File: src/rtl/secure_pkg.sv
// Shared secure-domain types: unlock FSM state encoding and a small sizing helper.
package secure_pkg;

    typedef enum logic [1:0] {
        UL_IDLE    = 2'd0,
        UL_COLLECT = 2'd1,
        UL_GRANT   = 2'd2,
        UL_LOCK    = 2'd3
    } unlock_state_t;

    function automatic int max3(input int a, input int b, input int c);
        int m;
        m = (a > b) ? a : b;
        return (m > c) ? m : c;
    endfunction

endpackage

File: src/rtl/secure_unlock_ctrl.sv
// Sole driver of `secure`: matches a key sequence on a valid/ready port, then grants for a bounded window.
// Outputs are registered-state decodes (grant 1 cycle after last key); key_ready is low in GRANT and LOCK.
module secure_unlock_ctrl
    import secure_pkg::*;
#(
    parameter int                        KEY_W        = 8,
    parameter int                        NUM_KEYS     = 3,
    parameter logic [KEY_W*NUM_KEYS-1:0] KEY_SEQ      = 24'h7E3CA5,
    parameter int                        GRANT_CYCLES = 4,
    parameter int                        KEY_TIMEOUT  = 8,
    parameter int                        MAX_FAIL     = 3,
    parameter int                        LOCK_CYCLES  = 16
) (
    input  logic                          clk,
    input  logic                          rst_n,
    input  logic                          key_valid,
    input  logic [KEY_W-1:0]              key_data,
    output logic                          key_ready,
    output logic                          secure,
    output logic                          locked,
    output logic [$clog2(MAX_FAIL+1)-1:0] fail_cnt
);

    localparam int TMR_W = $clog2(max3(KEY_TIMEOUT, GRANT_CYCLES, LOCK_CYCLES) + 1);
    localparam int IDX_W = (NUM_KEYS > 1) ? $clog2(NUM_KEYS) : 1;
    localparam int FC_W  = $clog2(MAX_FAIL + 1);

    unlock_state_t    state_q, state_d;
    logic [IDX_W-1:0] idx_q, idx_d;
    logic [TMR_W-1:0] timer_q, timer_d;
    logic [FC_W-1:0]  fail_cnt_q, fail_cnt_d;

    logic             accept;
    logic             do_fail;
    logic [KEY_W-1:0] exp_key;
    logic [FC_W-1:0]  fail_inc;

    always_ff @(posedge clk or negedge rst_n) begin
        if (!rst_n) begin
            state_q    <= UL_IDLE;
            idx_q      <= '0;
            timer_q    <= '0;
            fail_cnt_q <= '0;
        end else begin
            state_q    <= state_d;
            idx_q      <= idx_d;
            timer_q    <= timer_d;
            fail_cnt_q <= fail_cnt_d;
        end
    end

    always_comb begin
        state_d    = state_q;
        idx_d      = idx_q;
        timer_d    = timer_q;
        fail_cnt_d = fail_cnt_q;
        do_fail    = 1'b0;
        accept     = key_valid && ((state_q == UL_IDLE) || (state_q == UL_COLLECT));
        exp_key    = KEY_SEQ[KEY_W*int'(idx_q) +: KEY_W];
        fail_inc   = (fail_cnt_q == FC_W'(MAX_FAIL)) ? fail_cnt_q : fail_cnt_q + FC_W'(1);

        case (state_q)
            UL_IDLE, UL_COLLECT: begin
                if (accept) begin
                    if (key_data != exp_key) begin
                        do_fail = 1'b1;
                    end else if (idx_q == IDX_W'(NUM_KEYS - 1)) begin
                        state_d    = UL_GRANT;
                        idx_d      = '0;
                        timer_d    = TMR_W'(GRANT_CYCLES);
                        fail_cnt_d = '0;
                    end else begin
                        state_d = UL_COLLECT;
                        idx_d   = idx_q + IDX_W'(1);
                        timer_d = TMR_W'(KEY_TIMEOUT);
                    end
                end else if (state_q == UL_COLLECT) begin
                    // Idle cycle inside a sequence: expiry counts as one failure.
                    if (timer_q <= TMR_W'(1)) begin
                        do_fail = 1'b1;
                    end else begin
                        timer_d = timer_q - TMR_W'(1);
                    end
                end
            end
            UL_GRANT: begin
                if (timer_q <= TMR_W'(1)) begin
                    state_d = UL_IDLE;
                    timer_d = '0;
                end else begin
                    timer_d = timer_q - TMR_W'(1);
                end
            end
            UL_LOCK: begin
                if (timer_q <= TMR_W'(1)) begin
                    state_d    = UL_IDLE;
                    timer_d    = '0;
                    idx_d      = '0;
                    fail_cnt_d = '0;
                end else begin
                    timer_d = timer_q - TMR_W'(1);
                end
            end
            default: begin
                state_d = UL_IDLE;
                idx_d   = '0;
                timer_d = '0;
            end
        endcase

        if (do_fail) begin
            fail_cnt_d = fail_inc;
            idx_d      = '0;
            if (fail_inc == FC_W'(MAX_FAIL)) begin
                state_d = UL_LOCK;
                timer_d = TMR_W'(LOCK_CYCLES);
            end else begin
                state_d = UL_IDLE;
                timer_d = '0;
            end
        end
    end

    // Pure state decode so secure and locked are mutually exclusive by construction.
    always_comb begin
        key_ready = (state_q == UL_IDLE) || (state_q == UL_COLLECT);
        secure    = (state_q == UL_GRANT);
        locked    = (state_q == UL_LOCK);
        fail_cnt  = fail_cnt_q;
    end

endmodule

File: config.mk
export PLATFORM = sky130hd
export DESIGN_NAME = secure_unlock_ctrl
export DESIGN_NICKNAME = d
export VERILOG_FILES = /design/src/rtl/secure_pkg.sv /design/src/rtl/secure_unlock_ctrl.sv
export SDC_FILE = /design/constraint.sdc
export NUM_CORES = 1
export LEC_CHECK = 0
export ABC_AREA = 1
export CORE_MARGIN = 2
export CORE_UTILIZATION = 30
export DETAILED_ROUTE_END_ITERATION = 16
export GPL_ROUTABILITY_DRIVEN = 0
export GPL_TIMING_DRIVEN = 0
export PLACE_DENSITY = 0.52
export SETUP_SLACK_MARGIN = 0.1
export SLEW_MARGIN = 10
export SYNTH_ARGS = -nofsm -noshare
export SYNTH_HDL_FRONTEND = slang
export SYNTH_SLANG_ARGS = --single-unit
File: constraint.sdc
create_clock -name clk -period 2.9 [get_ports clk]
set_clock_uncertainty 0.2 [all_clocks]
set_input_delay 0.58 -clock clk [delete_from_list [all_inputs] [get_ports clk]]
set_output_delay 0.58 -clock clk [all_outputs]
set_load 0.01 [all_outputs]
== Word-level counts from Yosys, hierarchy flattened ==
Index checks and enable logic that the tools add are counted.

* Register bits after elaboration: 11
* Input port bits: 11
* Output and inout bits: 5

* Add/sub/neg operators: 3
* Magnitude comparators: 1
* Eq/ne operators: 15
* Shifts and indexed selects: 1
* Multiplexer cells: 32
* Reduce and logical (&&, ||, !) cells: 10

{| class="wikitable"
|+ Operator list
! operator !! count
|-
| 2-to-1 mux 5 bit || 7
|-
| 2-to-1 mux 2 bit || 15
|-
| indexed part select 24 x 6 -> 8 bit (first input constant) || 1
|-
| inequality test 4 bit (second input constant) || 3
|-
| one-hot mux 2 bit (2 select lines) || 3
|-
| == test 2 bit (second input constant) || 5
|-
| one-hot mux 5 bit (2 select lines) || 1
|-
| inequality test 3 bit (second input constant) || 3
|-
| inequality test 8 bit || 1
|-
| inequality test 3 x 1 -> 1 bit (second input constant) || 2
|-
| AND reduction 3 bit || 2
|-
| less-or-equal comparator 5 x 1 -> 1 bit (second input constant) || 1
|-
| 2-to-1 mux 1 bit || 5
|-
| AND reduction 5 bit || 1
|-
| subtractor 5 x 1 -> 5 bit (second input constant) || 1
|-
| adder 2 x 1 -> 2 bit (second input constant) || 2
|-
| 2-to-1 mux 4 bit || 1
|-
| AND reduction 4 bit || 1
|-
| OR reduction 2 bit || 2
|-
| nonzero test 3 bit || 1
|-
| == test 2 x 1 -> 1 bit (second input constant) || 1
|-
| logical NOT 2 bit || 1
|-
| logical AND 1 bit || 1
|-
| logical OR 1 bit || 1
|}

== Depth between registers and ports, before layout ==
Gate-level depths: netlist (run 1).

* Depth after elaboration: 7
* Depth in mapped cells: 13

== Worst setup path before layout (run 1) ==
OpenSTA, ideal clock, no wires.

* Path type: register to register
* Start point: reg idx_q[0]
* End point: reg fail_cnt_q[0], in the netlist fail_cnt[0]
* Arrival: 1346 ps
* Required time: 2580 ps
* Setup slack: 1233 ps
* Stages on the path, launching flop included: 13
* Clock period less this slack: 1667 ps
* Cells stage by stage: dfrtp_1 inv_1 ha_1 nor2_1 nand2_1 nand2_1 nand2_1 inv_1 nand3_2 nand2_4 inv_2 o21ai_0 nand2_1

* Cells in the longest elaborated chain, start to end: 7
* Elaborated cells on any way between the ends: 13

{| class="wikitable"
|+ Ends and longest elaborated chain
! what !! RTL line !! source
|-
| from (decl) || secure_unlock_ctrl.sv:29 || <nowiki>logic [IDX_W-1:0] idx_q, idx_d;</nowiki>
|-
| from (signal assigned) || secure_unlock_ctrl.sv:46 || <nowiki>idx_q <= idx_d;</nowiki>
|-
| indexed part select 24 x 6 -> 8 bit || secure_unlock_ctrl.sv:59 || <nowiki>exp_key = KEY_SEQ[KEY_W*int'(idx_q) +: KEY_W];</nowiki>
|-
| inequality test 8 bit || secure_unlock_ctrl.sv:65 || <nowiki>if (key_data != exp_key) begin</nowiki>
|-
| 2-to-1 mux 1 bit || secure_unlock_ctrl.sv:65 ||
|-
| 2-to-1 mux 1 bit || secure_unlock_ctrl.sv:64 || <nowiki>if (accept) begin</nowiki>
|-
| 2-to-1 mux 1 bit || secure_unlock_ctrl.sv:62 || <nowiki>case (state_q)</nowiki>
|-
| inequality test 3 bit (no source line) (tied with other cells) || -- ||
|-
| AND reduction 5 bit (no source line) || -- ||
|-
| to (signal assigned) || secure_unlock_ctrl.sv:48 || <nowiki>fail_cnt_q <= fail_cnt_d;</nowiki>
|-
| to (decl) || secure_unlock_ctrl.sv:31 || <nowiki>logic [FC_W-1:0] fail_cnt_q, fail_cnt_d;</nowiki>
|}

Several ways; a longest one is shown, not always the timed one.
A chain may end at the register's enable or synchronous reset.

== Worst setup path after layout (run 1) ==
* Start point: reg state_q[1]
* End point: out secure

* Cells in the longest elaborated chain, start to end: 1

{| class="wikitable"
|+ Ends and longest elaborated chain
! what !! RTL line !! source
|-
| from (decl) || secure_unlock_ctrl.sv:28 || <nowiki>unlock_state_t state_q, state_d;</nowiki>
|-
| from (signal assigned) || secure_unlock_ctrl.sv:45 || <nowiki>state_q <= state_d;</nowiki>
|-
| == test 2 bit || secure_unlock_ctrl.sv:127 || <nowiki>secure = (state_q == UL_GRANT);</nowiki>
|-
| to (decl) || secure_unlock_ctrl.sv:19 || <nowiki>output logic secure,</nowiki>
|}

No other way between the ends.

==> flow_summary_export.csv, run 1 <==
group,metric,value,unit
drt,wire_per_inst,9.94,µm
clock_network,max-clock-path-buffers,2,
floorplan,rows,20,
clock_network,clk_pin_slew,0.07,ns
power,cellPowerDensity,996,mW/mm²
final_layout,post_route_cells_drive_above_1_share,11.8,%
final_layout,fin_nets,171,
floorplan,coreArea,0.00298,mm²
clock_network,htree_num_levels,1,
placement,post-dp-hpwl,1.50,mm
drt,wl_met3,52,µm
power,cellLeakagePower,0.610,nW
placement,place.detailed.instances,181,
power,power_report.internal_total,0.590,mW
drt,detailedRoute.firstPassIterationCount,3,
worst_setup_path,path_max_fanout,10,
floorplan,floorplan.initialDensity,30.9,%
yosys,yosys_register_bits,11,
clock_network,cts.hold.buffers_added,0,
drt,route.layer.met1.wl,952,µm
min_path,holdPathStages,2,
timing,timing.slew.headroom,65.4,%
yosys,synth_cell_type_count,21,
min_path,hp-class,"reg2reg",
flow_run,drv.max_cap_violation_count,0,
worst_setup_path,critPathLaunchType,"flip-flop",
floorplan,pin_count,16,
clock_network,cts.repair_timing.setup_buffer_count,0,
worst_setup_path,regToRegEndpoint,"fail_cnt[1]$_DFFE_PN0P_",
final_layout,fin_cells,185,
timing,worst_pin_slew,0.517,ns
placement,port_buffers,15,
timing,max_freq,0.456,GHz
grt,grt_use_total,12.2,%
timing,setup_violating_endpoint_count_in_the_final_report,0,
yosys,synth.cell_area,920,µm²
yosys,synthesis.instances,133,
drt,detailedRoute.firstIterationViolations,34,
power,totalPowerFinal,1.13,mW
final_layout,fillerInstances,327,
final_layout,area_delta_synth_final,23.7,%
min_path,holdPathEnd,"fail_cnt[0]$_DFFE_PN0P_",
yosys,ys_seq_area_share,29.9,%
floorplan,die_h,59.4,µm
final_layout,n_antenna_cell,0,
worst_setup_path,ff2ff_path_depth,13,
drt,detail_route.wirelength,1.84,mm
power,sw_power,0.543,mW
clock_network,cts_resized,0,
power,power.ir.vdd_worst,351,µV
timing,final-max-slew-violation-count,0,
drt,route.detailed.vias_per_inst,4.48,
timing,post-route-period-util,75.7,%
yosys,syn_area_per_cell,6.91,µm²
timing,setup_repair_after_global_routing_missed_its_margin,"no",
worst_setup_path,capturing_element_type_of_the_critical_path,"output port",
drt,antenna_violating_nets_post_route,0,
power,pwr-share-seq,26.0,%
worst_setup_path,worst-r2r-setup-slack,1.07,ns
worst_setup_path,crit_type,"reg2out",
power,pwr-share-clk,9.1,%
floorplan,total_die_area,0.00352,mm²
clock_network,inserted_clock_buffers,3,
min_path,hold_path.startpoint,"fail_cnt[0]$_DFFE_PN0P_",
grt,grt_pass1_wl,3.25,mm
yosys,ys_warn_count,0,
drt,routed-via-count,828,
clock_network,clkSinkCount,11,
worst_setup_path,critical_path.reg2reg.startpoint,"idx_q[1]$_DFFE_PN0P_",
power,sw_frac_of_total,47.9,%
timing,hold_violations,0,
grt,grt_max_degree,12,
drt,met2WireLength,821,µm
timing,fin_tns_setup,0,ns
outcome,outcome,"finished clean",
power,pwr-share-comb,64.8,%
timing,hold_ws,0.329,ns
timing,final_period_minus_worst_setup_slack,2.19,ns
worst_setup_path,timing.critical_path.arrival,1.41,ns
grt,grt_pass1_vias,774,
floorplan,die-width,59.4,µm
drt,dr.max_layer_used,"met4",
worst_setup_path,required,2.12,ns
clock_network,cts_tree,"done",
grt,globalRoute.totalOverflow,0,
drt,drcViolationCount,0,
yosys,syn_nets,151,
grt,grt_antenna_before_repair,0,
clock_network,clkLatencyLatePin,0.26,ns
clock_network,cts_root_buf,"sky130_fd_sc_hd__clkbuf_4",
-- critical path, stage by stage, from the launching register on --
cell                              delay, ns
sky130_fd_sc_hd__dfrtp_1               0.34
sky130_fd_sc_hd__buf_6                 0.14
sky130_fd_sc_hd__inv_2                 0.05
sky130_fd_sc_hd__nor2_1                0.07
sky130_fd_sc_hd__clkdlybuf4s50_1       0.54
-- routing by layer --
layer  GRT usage (%)  vias up
met1            17.0      363
met2            18.2       11
li1                -      452
met3            2.62        2
met5               0        -
met4            4.87        0
-- kinds of logic (layout without fill, tap and decap cells) --
group	count (synthesis)	after routing	synth area share (%)
and+or+nand+nor	75	75	39.5
buffers and inverters	26	45	11.4
xor gates and xnor gates	3	3	2.86
AOI/OAI and AO/OA	11	11	6.80
adders and majority gates	7	7	9.52
DFF	11	11	29.9
-- cells in the final DEF, fill, tap and decap left out, types with 7 or more instances in the layout --
cell                               n
sky130_fd_sc_hd__o21ai_0           7
sky130_fd_sc_hd__inv_1            22
sky130_fd_sc_hd__nand3_1          13
sky130_fd_sc_hd__ha_1              7
sky130_fd_sc_hd__dfrtp_1          11
sky130_fd_sc_hd__nor2_1            9
sky130_fd_sc_hd__nand2_1          41
sky130_fd_sc_hd__clkdlybuf4s50_1  15
-- cells in the mapped netlist --
| library cell | count | area [µm²] |
|---|---|---|
| sky130_fd_sc_hd__buf_6 | 1 | 11.3 |
| sky130_fd_sc_hd__ha_1 | 7 | 87.6 |
| sky130_fd_sc_hd__xnor2_1 | 2 | 17.5 |
| sky130_fd_sc_hd__nand2_2 | 2 | 12.5 |
| sky130_fd_sc_hd__dfrtp_1 | 11 | 275 |
| sky130_fd_sc_hd__o21bai_1 | 1 | 7.51 |
| sky130_fd_sc_hd__nand2_1 | 41 | 154 |
| sky130_fd_sc_hd__o22ai_1 | 2 | 12.5 |
| sky130_fd_sc_hd__nand2_4 | 3 | 33.8 |
| sky130_fd_sc_hd__o211ai_1 | 1 | 7.51 |
| sky130_fd_sc_hd__nand3_1 | 13 | 65.1 |
| sky130_fd_sc_hd__inv_1 | 22 | 82.6 |
| sky130_fd_sc_hd__o21ai_0 | 7 | 35.0 |
| sky130_fd_sc_hd__nor2_1 | 9 | 33.8 |
| sky130_fd_sc_hd__nand3_2 | 3 | 30.0 |
| sky130_fd_sc_hd__nor3_2 | 1 | 10.0 |
| sky130_fd_sc_hd__nand4_1 | 1 | 6.26 |
| sky130_fd_sc_hd__inv_2 | 3 | 11.3 |
| sky130_fd_sc_hd__nor2_4 | 1 | 11.3 |
| sky130_fd_sc_hd__nor2_2 | 1 | 6.26 |
| sky130_fd_sc_hd__xor2_1 | 1 | 8.76 |
-- sequential cells by signal (all words and copies together), names as in the netlist --
name      cells
fail_cnt      2
idx_q         2
state_q       2
timer_q       5
-- through the flow --
step                      utilization (%)  setup slack [ns]  cell area [µm²]
final                                38.2             0.705             1140
after global routing                 38.2             0.618             1140
after CTS                            38.2             0.690             1140
after detailed placement             37.3             0.735             1110
after global placement               37.3             0.763             1110
after floorplan                         -              1.23              920
-- cell type report --
type | instances | area, µm² | area share (%)
Multi-Input combinational cell | 96 | 539 | 47.4
Sequential cell | 11 | 275 | 24.2
Timing Repair Buffer | 15 | 150 | 13.2
Inverter | 25 | 93.8 | 8.25
Tap cell | 33 | 41.3 | 3.63
Clock buffer | 4 | 26.3 | 2.31
Buffer | 1 | 11.3 | 0.990
-- power groups by stage --
stage / combinational (mW) / clock (mW) / sequential [mW]
3_3_place_gp: 0.724 / 0 / 0.296
4_1_cts: 0.744 / 0.111 / 0.295
2_1_floorplan: 0.545 / 0 / 0.291
5_1_grt: 0.846 / 0.119 / 0.308
6_report: 0.735 / 0.104 / 0.295
3_5_place_dp: 0.740 / 0 / 0.298
-- worst max path at each step --
stage,from,endpoint,slack [ns],depth (start not counted)
finish,state_q[1]$_DFFE_PN0P_,secure,0.71,4
global route,state_q[1]$_DFFE_PN0P_,secure,0.62,4
CTS,state_q[1]$_DFFE_PN0P_,secure,0.69,4
detailed placement,key_data[0],state_q[0]$_DFFE_PN0P_,0.73,9
global placement,key_data[0],state_q[0]$_DFFE_PN0P_,0.76,9
floorplan,idx_q[0]$_DFFE_PN0P_,fail_cnt[0]$_DFFE_PN0P_,1.23,12
Power figures use the tool's default switching activity.
==> inputs of run 2 (changes only) <==
==> constraint.sdc (replaced) <==
create_clock -name clk -period 2.2 [get_ports clk]
set_clock_uncertainty 0.2 [all_clocks]
set_input_delay 0.44 -clock clk [delete_from_list [all_inputs] [get_ports clk]]
set_output_delay 0.44 -clock clk [all_outputs]
set_load 0.01 [all_outputs]
==> run 2 against run 1 <==
Compared with the run above:
- global-route usage unchanged
- wire length grew 0.11%
- clock power rose by 31%
- clock-buffer cell count did not move
- flip-flop and latch count unchanged
- largest cell class unchanged
- via count unchanged
- sequential share of layout area shrank 0.053 points
- utilization grew 0.084 points
- total power increased by 32%
- critical path depth is 1 lower
==> flow_summary_export.csv, run 2 (synthesized netlist as in run 1, its figures left out) <==
group,metric,value,unit
outcome,outcome,"finished clean",
drt,wire_per_inst,9.95,µm
grt,grt_use_total,12.2,%
timing,setup_violating_endpoint_count_in_the_final_report,0,
timing,timing.slew.headroom,65.4,%
floorplan,die-width,59.4,µm
floorplan,coreArea,0.00298,mm²
drt,route.layer.met1.wl,947,µm
final_layout,layout_commonest_cell,"sky130_fd_sc_hd__nand2_1",
clock_network,cts_resized,0,
floorplan,floorplan.initialDensity,30.9,%
grt,grt_pass1_wl,3.25,mm
drt,routed-via-count,828,
final_layout,area_delta_synth_final,23.9,%
timing,fin_tns_setup,0,ns
worst_setup_path,crit_type,"reg2out",
worst_setup_path,required,1.56,ns
drt,wl_met3,59,µm
grt,globalRoute.totalOverflow,0,
min_path,hp-class,"in2async",
clock_network,cts_root_buf,"sky130_fd_sc_hd__clkbuf_4",
drt,drcViolationCount,0,
timing,final_period_minus_worst_setup_slack,2.02,ns
final_layout,fin_cells,185,
power,power_report.internal_total,0.776,mW
clock_network,cts.hold.buffers_added,0,
clock_network,max-clock-path-buffers,2,
timing,worst_pin_slew,0.517,ns
power,pwr-share-seq,26.1,%
flow_run,drv.max_cap_violation_count,0,
worst_setup_path,path_max_fanout,10,
floorplan,die_h,59.4,µm
power,sw_power,0.716,mW
timing,max_freq,0.496,GHz
final_layout,post_route_cells_drive_above_1_share,11.8,%
clock_network,clkLatencyLatePin,0.26,ns
drt,route.detailed.vias_per_inst,4.48,
power,cellLeakagePower,0.625,nW
worst_setup_path,capturing_element_type_of_the_critical_path,"output port",
grt,grt_pass1_vias,774,
worst_setup_path,timing.critical_path.arrival,1.38,ns
grt,grt_antenna_before_repair,0,
timing,hold_violations,0,
floorplan,total_die_area,0.00352,mm²
final_layout,fin_nets,171,
clock_network,clk_pin_slew,0.07,ns
power,cellPowerDensity,1310,mW/mm²
timing,hold_ws,0.315,ns
drt,antenna_violating_nets_post_route,0,
timing,setup_repair_after_global_routing_missed_its_margin,"no",
drt,met2WireLength,822,µm
floorplan,pin_count,16,
timing,final-max-slew-violation-count,0,
placement,port_buffers,15,
power,sw_frac_of_total,48.0,%
drt,detail_route.wirelength,1.84,mm
power,power.ir.vdd_worst,462,µV
placement,post-dp-hpwl,1.50,mm
timing,post-route-period-util,91.7,%
final_layout,largest_reg_flops,5,
power,pwr-share-clk,9.2,%
drt,detailedRoute.firstPassIterationCount,3,
clock_network,inserted_clock_buffers,3,
drt,dr.max_layer_used,"met4",
clock_network,cts_tree,"done",
final_layout,most-common-layout-cells,"sky130_fd_sc_hd__nand2_1, sky130_fd_sc_hd__inv_1, sky130_fd_sc_hd__clkdlybuf4s50_1, sky130_fd_sc_hd__nand3_1, sky130_fd_sc_hd__dfrtp_1",
drt,detailedRoute.firstIterationViolations,34,
clock_network,htree_num_levels,1,
floorplan,rows,20,
power,pwr-share-comb,64.8,%
placement,place.detailed.instances,181,
clock_network,cts.repair_timing.setup_buffer_count,0,
final_layout,largest_register,"timer_q",
grt,grt_max_degree,12,
final_layout,n_antenna_cell,0,
worst_setup_path,critPathLaunchType,"flip-flop",
clock_network,clkSinkCount,11,
-- run 2: cell count changes in the layout (fill, tap and decap cells not counted), sizes merged --
cell and change:
clkdlybuf4s50 -1, dlymetal6s2s +1
-- run 2: stage by stage --
step	setup slack [ns]	util (%)	total power, mW	area (µm²)
after global routing	0.108	38.3	1.67	1140
after floorplan	0.533	-	1.10	920
after global placement	0.203	37.3	1.35	1110
final	0.183	38.3	1.49	1140
after CTS	0.130	38.2	1.52	1140
after detailed placement	0.175	37.3	1.37	1110
-- run 2: worst paths after layout --
path | start | end | slack [ns] | depth (start not counted)
worst max-delay path | state_q[1]$_DFFE_PN0P_ | key_ready | 0.18 | 3
worst min-delay path | rst_n | state_q[0]$_DFFE_PN0P_ | 0.31 | 1
worst max register to register | idx_q[1]$_DFFE_PN0P_ | fail_cnt[1]$_DFFE_PN0P_ | 0.37 | 13
worst min register to register | fail_cnt[0]$_DFFE_PN0P_ | fail_cnt[0]$_DFFE_PN0P_ | 0.33 | 2
max in group asynchronous | rst_n | timer_q[4]$_DFFE_PN0P_ | 1.14 | 1
min in group clk | fail_cnt[0]$_DFFE_PN0P_ | fail_cnt[0]$_DFFE_PN0P_ | 0.33 | 2
-- run 2: power groups by stage --
stage / clock (mW) / sequential, mW / combinational [mW]
4_1_cts: 0.146 / 0.389 / 0.981
2_1_floorplan: 0 / 0.383 / 0.718
5_1_grt: 0.157 / 0.406 / 1.11
6_report: 0.136 / 0.389 / 0.966
3_3_place_gp: 0 / 0.391 / 0.955
3_5_place_dp: 0 / 0.393 / 0.976
-- run 2: area by class of cell --
type	count	area [µm²]
Fill cell	326	1840
Multi-Input combinational cell	96	539
Sequential cell	11	275
Timing Repair Buffer	15	153
Inverter	25	93.8
Tap cell	33	41.3
Clock buffer	4	26.3
Buffer	1	11.3
-- run 2: critical path, stage by stage (launching register included) --
cell and delay [ns]:
sky130_fd_sc_hd__dfrtp_1 0.38, sky130_fd_sc_hd__buf_6 0.14, sky130_fd_sc_hd__inv_2 0.07, sky130_fd_sc_hd__clkdlybuf4s50_1 0.53
-- run 2: layer usage --
metal,GRT usage (%),up-vias
met1,17.0,363
met4,4.87,0
met2,18.2,11
met3,2.62,2
li1,-,452
met5,0,-
==> inputs of run 3 (changes only) <==
--- a/config.mk
+++ b/config.mk
@@ -6,11 +6,13 @@
 export NUM_CORES = 1
 export LEC_CHECK = 0
 export ABC_AREA = 1
+export ABC_CLOCK_PERIOD_IN_PS = 2200
 export CORE_MARGIN = 2
 export CORE_UTILIZATION = 30
 export DETAILED_ROUTE_END_ITERATION = 16
 export GPL_ROUTABILITY_DRIVEN = 0
 export GPL_TIMING_DRIVEN = 0
+export HOLD_SLACK_MARGIN = 0.06
 export PLACE_DENSITY = 0.52
 export SETUP_SLACK_MARGIN = 0.1
 export SLEW_MARGIN = 10
==> results of run 3 <==
No change in the layout: final DEF, timing and power equal those of run 2.
